===== src/rtl/clk_div_monitor_if.sv =====
// Monitor-side bundle: divided clock and expected ratio in,
// period measurements and lock/stall status out.
//   div_in, exp_ratio : driven by the source (master)
//   period, high_time, period_valid, symmetric,
//   locked, lol_pulse, stalled : driven by the monitor (slave)
interface clk_div_monitor_if #(
  parameter int CNT_W = 8
);
  logic             div_in;
  logic [CNT_W-1:0] exp_ratio;
  logic [CNT_W-1:0] period;
  logic [CNT_W-1:0] high_time;
  logic             period_valid;
  logic             symmetric;
  logic             locked;
  logic             lol_pulse;
  logic             stalled;

  modport master (
    output div_in,
    output exp_ratio,
    input  period,
    input  high_time,
    input  period_valid,
    input  symmetric,
    input  locked,
    input  lol_pulse,
    input  stalled
  );

  modport slave (
    input  div_in,
    input  exp_ratio,
    output period,
    output high_time,
    output period_valid,
    output symmetric,
    output locked,
    output lol_pulse,
    output stalled
  );
endinterface


===== src/rtl/clk_div_monitor.sv =====
// Divided-clock checker: measures period and high time of div_in
// in clk cycles, declares lock on a run of matching periods and
// flags loss of lock and stalled inputs.
// Ports: clk, rst (async, active-high), mon (slave modport).
module clk_div_monitor #(
  parameter int CNT_W       = 8,
  parameter int LOCK_CYCLES = 4
) (
  input  logic         clk,
  input  logic         rst,
  clk_div_monitor_if.slave mon
);

  localparam logic [CNT_W-1:0] CMAX = '1;
  localparam logic [CNT_W-1:0] ONE  = CNT_W'(1);
  localparam logic [3:0] LOCK_N = 4'(LOCK_CYCLES);

  typedef enum logic [1:0] {
    IDLE,
    MEASURE,
    STALL
  } state_t;

  state_t state;
  state_t state_nxt;

  logic sync1;
  logic sync2;
  logic prev;
  logic rise;
  logic fall;

  logic [CNT_W-1:0] cnt;
  logic [CNT_W-1:0] hi_cnt;
  logic [CNT_W-1:0] hi_hold;

  logic [CNT_W-1:0] period_q;
  logic [CNT_W-1:0] high_q;
  logic             pv_q;
  logic             sym_q;
  logic             locked_q;
  logic             lol_q;
  logic [3:0]       mcnt;

  logic             complete;
  logic             start;
  logic             stall_go;
  logic             match;
  logic [3:0]       mc_inc;
  logic [CNT_W:0]   twice_hi;

  // div_in is asynchronous: two flops for metastability,
  // a third to detect edges on the clean sample.
  always_ff @(posedge clk or posedge rst) begin
    if (rst) begin
      sync1 <= 1'b0;
      sync2 <= 1'b0;
      prev  <= 1'b0;
    end else begin
      sync1 <= mon.div_in;
      sync2 <= sync1;
      prev  <= sync2;
    end
  end

  assign rise = sync2 & ~prev;
  assign fall = ~sync2 & prev;

  always_ff @(posedge clk or posedge rst) begin
    if (rst) begin
      cnt <= '0;
    end else if (rise) begin
      cnt <= ONE;
    end else if (cnt != CMAX) begin
      cnt <= cnt + ONE;
    end
  end

  always_ff @(posedge clk or posedge rst) begin
    if (rst) begin
      hi_cnt <= '0;
    end else if (rise) begin
      hi_cnt <= ONE;
    end else if (sync2 && hi_cnt != CMAX) begin
      hi_cnt <= hi_cnt + ONE;
    end
  end

  // A fresh measurement after IDLE/STALL must not report
  // a high phase left over from before.
  always_ff @(posedge clk or posedge rst) begin
    if (rst) begin
      hi_hold <= '0;
    end else if (start) begin
      hi_hold <= '0;
    end else if (fall) begin
      hi_hold <= hi_cnt;
    end
  end

  always_ff @(posedge clk or posedge rst) begin
    if (rst) begin
      state <= IDLE;
    end else begin
      state <= state_nxt;
    end
  end

  always_comb begin
    state_nxt = state;
    complete  = 1'b0;
    start     = 1'b0;
    stall_go  = 1'b0;
    unique case (state)
      IDLE: begin
        if (rise) begin
          start     = 1'b1;
          state_nxt = MEASURE;
        end
      end
      MEASURE: begin
        if (rise) begin
          complete = 1'b1;
        end else if (cnt == CMAX) begin
          stall_go  = 1'b1;
          state_nxt = STALL;
        end
      end
      STALL: begin
        if (rise) begin
          start     = 1'b1;
          state_nxt = MEASURE;
        end
      end
      default: begin
        state_nxt = IDLE;
      end
    endcase
  end

  assign match = (cnt == mon.exp_ratio) &&
                 (mon.exp_ratio != '0);

  assign mc_inc = (mcnt == LOCK_N) ? mcnt
                                   : mcnt + 4'd1;

  // One extra bit so 2*high_time cannot wrap onto period.
  assign twice_hi = {hi_hold, 1'b0};

  always_ff @(posedge clk or posedge rst) begin
    if (rst) begin
      period_q <= '0;
      high_q   <= '0;
      sym_q    <= 1'b0;
      pv_q     <= 1'b0;
    end else begin
      pv_q <= complete;
      if (complete) begin
        period_q <= cnt;
        high_q   <= hi_hold;
        sym_q    <= (twice_hi == {1'b0, cnt});
      end
    end
  end

  always_ff @(posedge clk or posedge rst) begin
    if (rst) begin
      mcnt     <= '0;
      locked_q <= 1'b0;
      lol_q    <= 1'b0;
    end else begin
      lol_q <= 1'b0;
      if (complete && match) begin
        mcnt     <= mc_inc;
        locked_q <= (mc_inc == LOCK_N);
      end else if (complete || stall_go) begin
        mcnt     <= '0;
        locked_q <= 1'b0;
        lol_q    <= locked_q;
      end
    end
  end

  assign mon.period       = period_q;
  assign mon.high_time    = high_q;
  assign mon.period_valid = pv_q;
  assign mon.symmetric    = sym_q;
  assign mon.locked       = locked_q;
  assign mon.lol_pulse    = lol_q;
  assign mon.stalled      = (state == STALL);

endmodule


===== src/flat_wrapper.sv =====
// flat-port wrapper written by rule: the top's interface ports become plain ports
module clk_div_monitor_flat 
#(
  parameter int CNT_W       = 8,
  parameter int LOCK_CYCLES = 4
)
  (clk, rst, mon_div_in, mon_exp_ratio, mon_period, mon_high_time, mon_period_valid, mon_symmetric, mon_locked, mon_lol_pulse, mon_stalled);
  clk_div_monitor_if #(.CNT_W(CNT_W)) mon_i ();
  input  logic clk;
  input  logic rst;
  input wire logic [$bits(mon_i.div_in)-1:0] mon_div_in;
  input wire logic [$bits(mon_i.exp_ratio)-1:0] mon_exp_ratio;
  output wire logic [$bits(mon_i.period)-1:0] mon_period;
  output wire logic [$bits(mon_i.high_time)-1:0] mon_high_time;
  output wire logic [$bits(mon_i.period_valid)-1:0] mon_period_valid;
  output wire logic [$bits(mon_i.symmetric)-1:0] mon_symmetric;
  output wire logic [$bits(mon_i.locked)-1:0] mon_locked;
  output wire logic [$bits(mon_i.lol_pulse)-1:0] mon_lol_pulse;
  output wire logic [$bits(mon_i.stalled)-1:0] mon_stalled;
  assign mon_i.div_in = mon_div_in;
  assign mon_i.exp_ratio = mon_exp_ratio;
  assign mon_period = mon_i.period;
  assign mon_high_time = mon_i.high_time;
  assign mon_period_valid = mon_i.period_valid;
  assign mon_symmetric = mon_i.symmetric;
  assign mon_locked = mon_i.locked;
  assign mon_lol_pulse = mon_i.lol_pulse;
  assign mon_stalled = mon_i.stalled;
  clk_div_monitor #(.CNT_W(CNT_W), .LOCK_CYCLES(LOCK_CYCLES)) u_core (.clk(clk), .rst(rst), .mon(mon_i));
endmodule

===== config.mk =====
export PLATFORM = sky130hd
export DESIGN_NAME = clk_div_monitor_flat
export DESIGN_NICKNAME = d
export VERILOG_FILES = /design/src/rtl/clk_div_monitor_if.sv /design/src/rtl/clk_div_monitor.sv /design/src/flat_wrapper.sv
export SDC_FILE = /design/constraint.sdc
export NUM_CORES = 1
export LEC_CHECK = 0
export CORE_MARGIN = 4
export CORE_UTILIZATION = 30
export CTS_BUF_LIST = sky130_fd_sc_hd__clkbuf_8
export DETAILED_ROUTE_END_ITERATION = 10
export PLACE_DENSITY = 0.53
export SYNTH_ARGS = -nofsm -noshare
export SYNTH_HDL_FRONTEND = slang
export SYNTH_SLANG_ARGS = --single-unit

===== constraint.sdc =====
create_clock -name clk -period 1.9 [get_ports clk]
set_input_delay 0.57 -clock clk [delete_from_list [all_inputs] [get_ports clk]]
set_output_delay 0.57 -clock clk [all_outputs]
set_load 0.005 [all_outputs]

==> summary.txt, run 1 <==
Status
  – Status: finished, final reports clean

Critical path
  – FF-to-FF setup slack: 0.20 ns
  – WP data required: 1.33 ns
  – Reg2Reg Launch Point: u_core.state[1]
  – Worst setup SP type: flip-flop
  – Cell family with most CP delay: buffers and inverters
  – Crit-path slowest cell: clkdlybuf4s50_1
  – Worst Reg-to-Reg Cells: 4
  – Critical Path Max Stage Delay: about 0.5 ns
  – CP Max Fanout: 3
  – Buf/Inv on CP: 1
  – Crit path kind: reg -> out
  – Crit. End Element: primary output
  – CP Cell Sequence: clkdlybuf4s50_1
  – CP Depth: 1
  – Reg-to-reg endpoint: u_core.mon.high_time[1]
  – CP arrival: 1.20 ns

Hold path
  – Hold WC Path Type: reg -> reg
  – Hold path endpoint: u_core.sync2
  – Min-delay src: u_core.sync1
  – WHS Path Cells: 0

Placement
  – DP Worst Slack: -0.189 ns
  – Placed cell areas: 3080 sq um
  – Hpwl dp: between 3000 and 4000 um
  – Post-Place Cells: 380
  – PortBufs: 31
  – Placer Congestion: 0.755

Logic synthesis
  – Main synth FF type: dfrtp_1
  – Syn_nets: 262
  – Dominant cell type by area after synthesis: dfrtp_1
  – FFs w/ async S/R, synth: 100%
  – Ranking of synthesized cells by area: dfrtp_1 (51%), mux2_2 (6.9%), xor2_1 (6.0%)
  – Sequential share of the synthesized area: 50.6%
  – Synth Instances: 247
  – Post-synth top cells: dfrtp_1 (53), nor2_1 (25), xor2_1 (18)
  – Top-count cell post-synth: dfrtp_1
  – Number of library cell types mapped by synthesis: 43
  – Avg Synthesized Cell Area: 10.6 sq um
  – Synthesized area: between 2000 and 3000 sq um
  – Number of synthesized register bits: 53
  – Yosys warning total: 0
  – Synth top area share: 50.6%
  – Post-synth EDFFs: 0

Timing
  – Fin crit share: between 90% and 100%
  – Sum Neg Setup Slack: 0 ns
  – Relative slew slack: 64.7%
  – Peak Freq: 565 MHz
  – Slew of the pin with the lowest slew margin: 0.525 ns
  – Final setup fails: 0
  – Final min period: 1.77 ns
  – Hold Violations, Final: 0
  – Final Worst Setup Slack: 0.130 ns
  – Setup Skew: between 0.01 and 0.015 ns
  – RSZ-0062 raised after global routing: false
  – Final Max Tran Viols: 0

Detailed routing
  – Avg Vias per Cell: 4.92
  – Post-Route WL: 5530 um
  – DRC violations left: 0
  – Final ANT Viol Nets: 0
  – Via count: around 1900
  – Number of iterations in the first detailed-routing pass: 4
  – WL per Instance: 14.2 um
  – Number of DRC markers in iteration 0: roughly 40

Pwr
  – P_leak: 1.37 nW
  – Total power: 0.00278 W
  – Max IR drop VDD: ~310 uV
  – Pwr dens: 877 nW/um^2

Die
  – Rows: 33
  – Die W: between 100 and 150 um
  – Core box area: 8340 sq um
  – Initial Utilization: 31.4%
  – Ports: 32
  – Die height: 101 um
  – Die area: 10300 sq um

Global routing
  – Gr usage total: around an eighth
  – Initial antenna violation count: 0
  – First-pass GRT wire length: about 9700 um
  – Vias in the first global route: 1986
  – Grt total ovfl: 0
  – Largest net degree at the start of global routing: 54

Clocking
  – CTS Sinks: 53
  – Bufs on Longest Clock Path: 2
  – Hold Buf Count CTS: 0
  – CTS tree: built
  – H-tree depth: 2
  – CTS Buf Count: 5
  – CTS root buf: clkbuf_8
  – Later-pin clock latency in the skew report: 0.31 ns
  – Reg clk slew, reported paths: 0.10 ns

Finish
  – Final Instance Area: approximately 3200 sq um
  – Fin cells: between 300 and 400
  – # diodes: 0
  – Syn-to-layout area delta: 21.0%
  – Nets@finish: 298
  – Share of cells above drive strength 1: roughly 15%

Job
  – Max-cap violations: 0
[registers in the layout, indices dropped and copies added (netlist names)]
| register | flops |
|---|---|
| u_core.cnt | 8 |
| u_core.hi_cnt | 8 |
| u_core.hi_hold | 8 |
| u_core.mon.high_time | 8 |
| u_core.mon.period | 8 |
| u_core.mcnt | 4 |
| u_core.state | 2 |
| u_core.mon.locked | 1 |
| u_core.mon.lol_pulse | 1 |
| u_core.mon.period_valid | 1 |
| u_core.mon.symmetric | 1 |
| u_core.prev | 1 |
| u_core.sync1 | 1 |
| u_core.sync2 | 1 |
[logic make-up (layout without fill, tap and decap cells)]
group / Yosys count / after routing / synth area share, %
and+or+nand+nor: 89 / 89 / 18.9
DFF: 53 / 53 / 50.6
AOI/OAI and AO/OA: 41 / 41 / 10.1
buffers and inverters: 22 / 59 / 4.25
xor gates and xnor gates: 21 / 21 / 7.02
muxes: 17 / 17 / 7.26
adders and majority gates: 4 / 4 / 1.91
[worst max-delay path by stage]
stage                           end               from
2_1_floorplan         u_core.cnt[0]                rst
3_3_place_gp      u_core.mon.locked   mon_exp_ratio[3]
3_5_place_dp      u_core.mon.locked   mon_exp_ratio[3]
4_1_cts                  mon_locked  u_core.mon.locked
5_1_grt        u_core.mon.lol_pulse      u_core.cnt[0]
6_report                 mon_locked  u_core.mon.locked
[report_power, final]
part / leakage [nW] / switching (W) / total (W) / internal (W)
combinational: 0.647 / 0.000279 / 0.000668 / 0.000388
sequential: 0.680 / 0.000178 / 0.00147 / 0.00129
clock: 0.0439 / 0.000387 / 0.000642 / 0.000256
[layer usage]
metal / global-route usage [%] / part of all wire [%] / up-vias
met5: 0 / 0 / -
li1: - / - / 947
met2: 18.8 / 47 / 30
met3: 2.75 / 4.8 / 7
met4: 2.76 / 1.0 / 0
met1: 16.0 / 47 / 931
[repair_timing]
action	in CTS	in global routing
gates resized for setup	2	0
setup buffers	1	0
endpoints found under the setup margin	1	0
[cell usage in the layout (no fill, tap or decap), types with 4 or more instances in the layout]
cell type	count
dfrtp_1	53
a21oi_1	11
clkdlybuf4s50_1	30
xor2_1	18
o31ai_1	4
nor3_1	11
ha_1	4
nor2_1	25
nand3_1	8
inv_1	7
nand4_1	5
nand2_1	12
buf_4	11
o21ai_0	12
mux2_2	16
clkbuf_8	5
[metrics by stage]
step	utilization [%]	hold WS, ns
after detailed placement	36.9	0.343
after CTS	38.0	0.365
after global placement	36.9	0.339
after floorplan	-	0.331
final	38.0	0.361
after global routing	38.0	0.370
[final cells by class]
cell class / instances / area, sq um
repair buffers: 43 / 412
flip-flops and latches: 53 / 1330
multi-input cells: 172 / 1190
clock inverters: 3 / 17.5
well taps: 105 / 131
clock buffers: 5 / 68.8
inverters: 8 / 30.0
fillers: 843 / 5170
Power figures use the tool's default switching activity.
==> inputs of run 2 (changes only) <==
--- a/config.mk
+++ b/config.mk
@@ -5,10 +5,13 @@
 export SDC_FILE = /design/constraint.sdc
 export NUM_CORES = 1
 export LEC_CHECK = 0
+export CAP_MARGIN = 10
 export CORE_MARGIN = 4
 export CORE_UTILIZATION = 30
 export CTS_BUF_LIST = sky130_fd_sc_hd__clkbuf_8
+export CTS_CLUSTER_DIAMETER = 30
 export DETAILED_ROUTE_END_ITERATION = 10
+export HOLD_SLACK_MARGIN = 0.1
 export PLACE_DENSITY = 0.53
 export SYNTH_ARGS = -nofsm -noshare
 export SYNTH_HDL_FRONTEND = slang
==> results of run 2 <==
No change in the layout: final DEF, timing and power equal those of run 1.
==> inputs of run 3 (changes only) <==
--- a/config.mk
+++ b/config.mk
@@ -12,7 +12,7 @@
 export CTS_CLUSTER_DIAMETER = 30
 export DETAILED_ROUTE_END_ITERATION = 10
 export HOLD_SLACK_MARGIN = 0.1
-export PLACE_DENSITY = 0.53
+export PLACE_DENSITY = 0.51
 export SYNTH_ARGS = -nofsm -noshare
 export SYNTH_HDL_FRONTEND = slang
 export SYNTH_SLANG_ARGS = --single-unit
==> constraint.sdc (replaced) <==
create_clock -name clk -period 2.3 [get_ports clk]
set_input_delay 0.69 -clock clk [delete_from_list [all_inputs] [get_ports clk]]
set_output_delay 0.69 -clock clk [all_outputs]
set_load 0.005 [all_outputs]
==> summary.txt, run 3 (synthesis gave the netlist of run 1 again) <==
Status
  – Status: finished, final reports clean

Die
  – Initial Utilization: 31.4% (unchanged)
  – Die area: 10300 sq um (unchanged)
  – Die W: 101 um (unchanged)
  – Die height: 101 um (unchanged)
  – Core box area: 8340 sq um (unchanged)
  – Rows: 33 (unchanged)
  – Ports: 32 (unchanged)

Pwr
  – Total power: 0.00241 W (-13%)
  – Max IR drop VDD: 318 uV (+4.3%)
  – P_leak: 1.36 nW (-0.73%)
  – Pwr dens: 762 nW/um^2 (-13%)

Timing
  – Fin crit share: between 90% and 100%
  – Final Worst Setup Slack: 0.102 ns (-0.0280 ns)
  – RSZ-0062 raised after global routing: false
  – Final setup fails: 0 (unchanged)
  – Worst Hold Margin: 0.357 ns (-0.00395 ns)
  – Setup Skew: 0.00864 ns (-0.00157 ns)
  – Sum Neg Setup Slack: 0 ns (unchanged)
  – Final min period: 2.20 ns
  – Final Max Tran Viols: 0 (unchanged)
  – Hold Violations, Final: 0 (unchanged)
  – Slew of the pin with the lowest slew margin: 0.471 ns (-0.0533 ns)
  – Peak Freq: 455 MHz
  – Relative slew slack: 68.3% (+3.6 points)

Detailed routing
  – Avg Vias per Cell: 4.98 (+1.1%)
  – Via count: 1906 (-0.47%)
  – Number of DRC markers in iteration 0: 71 (+73%)
  – Final ANT Viol Nets: 0 (unchanged)
  – Number of iterations in the first detailed-routing pass: 4 (unchanged)
  – DRC violations left: 0 (unchanged)
  – WL per Instance: 14.7 um (+3.4%)
  – Post-Route WL: 5630 um (+1.8%)

Hold path
  – Hold WC Path Type: reg -> reg

Placement
  – Hpwl dp: 4060 um (+1.8%)
  – Placed cell areas: 3050 sq um (-0.81%)
  – DP Worst Slack: 0.111 ns (+0.300 ns)
  – Placer Congestion: 0.748 (-0.97%)
  – PortBufs: 31 (unchanged)

Clocking
  – Bufs on Longest Clock Path: 2 (unchanged)
  – Post-CTS resize count: 0 (-2)
  – CTS tree: built
  – CTS root buf: clkbuf_8
  – Post-CTS setup buffer count: 0 (-1)
  – Later-pin clock latency in the skew report: 0.31 ns (about the same)
  – Hold Buf Count CTS: 0 (unchanged)
  – CTS Buf Count: 5 (unchanged)
  – CTS Sinks: 53 (unchanged)
  – Reg clk slew, reported paths: 0.09 ns (about the same)
  – H-tree depth: 2 (unchanged)

Finish
  – Number of fill cells: 842 (-0.12%)
  – Sequential Area: 1330 sq um (unchanged)
  – Final Instance Area: 3170 sq um (-0.12%)
  – Nets@finish: 292 (-2.0%)
  – Multi-input gate area: 1180 sq um (-0.21%)
  – Commonest non-fill, non-tap cell in the layout: dfrtp_1
  – Share of cells above drive strength 1: 12.6% (-2.6 points)
  – Commonest non-fill, non-tap cells in the layout: dfrtp_1 (53), clkdlybuf4s50_1 (31), nor2_1 (25), xor2_1 (18), mux2_2 (16)
  – # diodes: 0 (unchanged)
  – Syn-to-layout area delta: 20.9%

Global routing
  – Vias in the first global route: 1942 (-2.2%)
  – GR peak layer: met2
  – Largest net degree at the start of global routing: 21 (-61%)
  – Grt total ovfl: 0 (unchanged)
  – Met1 Track Usage GR: 15.6% (-0.33 points)
  – Initial antenna violation count: 0 (unchanged)
  – Gr usage total: 11.8% (+0.16 points)
  – Met2 Usage GRT: 19.3% (+0.55 points)
  – First-pass GRT wire length: 9630 um (-1.0%)
  – Met3 Use GR: 2.69% (-0.069 points)

Critical path
  – Critical Path Max Stage Delay: 0.53 ns (+0.02 ns)
  – Crit path kind: reg -> out
  – CP arrival: 1.51 ns (+0.31 ns)
  – CP Cell Sequence: nor2b_1 -> clkdlybuf4s50_1
  – Crit. End Element: primary output
  – Worst setup SP type: flip-flop
  – WP data required: 1.61 ns (+0.28 ns)
  – CP Max Fanout: 8 (+5)
  – Crit-path slowest cell: clkdlybuf4s50_1

Job
  – Max-cap violations: 0 (unchanged)
## run 3: cell types whose count changed in the layout (fill, tap and decap cells not counted), sizes merged
cell / delta
buf: -6
clkinv: -2
bufinv: +1
clkbuf: +1
clkdlybuf4s50: +1
clkinvlp: -1
dlygate4sd2: -1
inv: +1
## run 3: area by class of cell
cell class              instances  area share, %
well taps                     105           4.15
inverters                       8          0.948
clock inverters                 2           1.07
multi-input cells             172           37.4
repair buffers                 37           12.0
flip-flops and latches         53           41.9
clock buffers                   6           2.61
## run 3: critical path: cells and delay by family (launching register included)
kind	cells	cell delay, ns
AND/OR/NAND/NOR	1	0.21
flip-flops	1	0.46
buffers and inverters	1	0.53
## run 3: worst paths after layout
kind	from	cells past startpoint	slack, ns	endpoint
worst min-delay path	u_core.sync1	0	0.36	u_core.sync2
worst max register to register	u_core.cnt[0]	5	0.56	u_core.mon.lol_pulse
worst max-delay path	u_core.state[0]	2	0.10	mon_stalled
min in group asynchronous	rst	2	0.69	u_core.hi_cnt[2]
worst min register to register	u_core.sync1	0	0.36	u_core.sync2
max in group asynchronous	rst	3	1.17	u_core.hi_hold[5]
## run 3: stage by stage
stage	util (%)	cells
global placement	36.6	375
finish	38.0	383
detailed placement	36.6	375
floorplan	-	247
global route	38.0	383
CTS	38.0	383
## run 3: layer usage
| layer | vias up | share of wire (%) |
|---|---|---|
| met1 | 925 | 46 |
| li1 | 936 | - |
| met2 | 37 | 48 |
| met3 | 8 | 4.3 |
| met4 | 0 | 1.2 |
| met5 | - | 0 |
## run 3: where the power goes
| part | switching, W | total (W) | internal, W | leakage [nW] |
|---|---|---|---|---|
| logic | 0.000215 | 0.000523 | 0.000308 | 0.618 |
| clock network | 0.000307 | 0.000658 | 0.000351 | 0.0626 |
| registers | 0.000165 | 0.00123 | 0.00107 | 0.680 |
| total | 0.000687 | 0.00241 | 0.00173 | 1.36 |
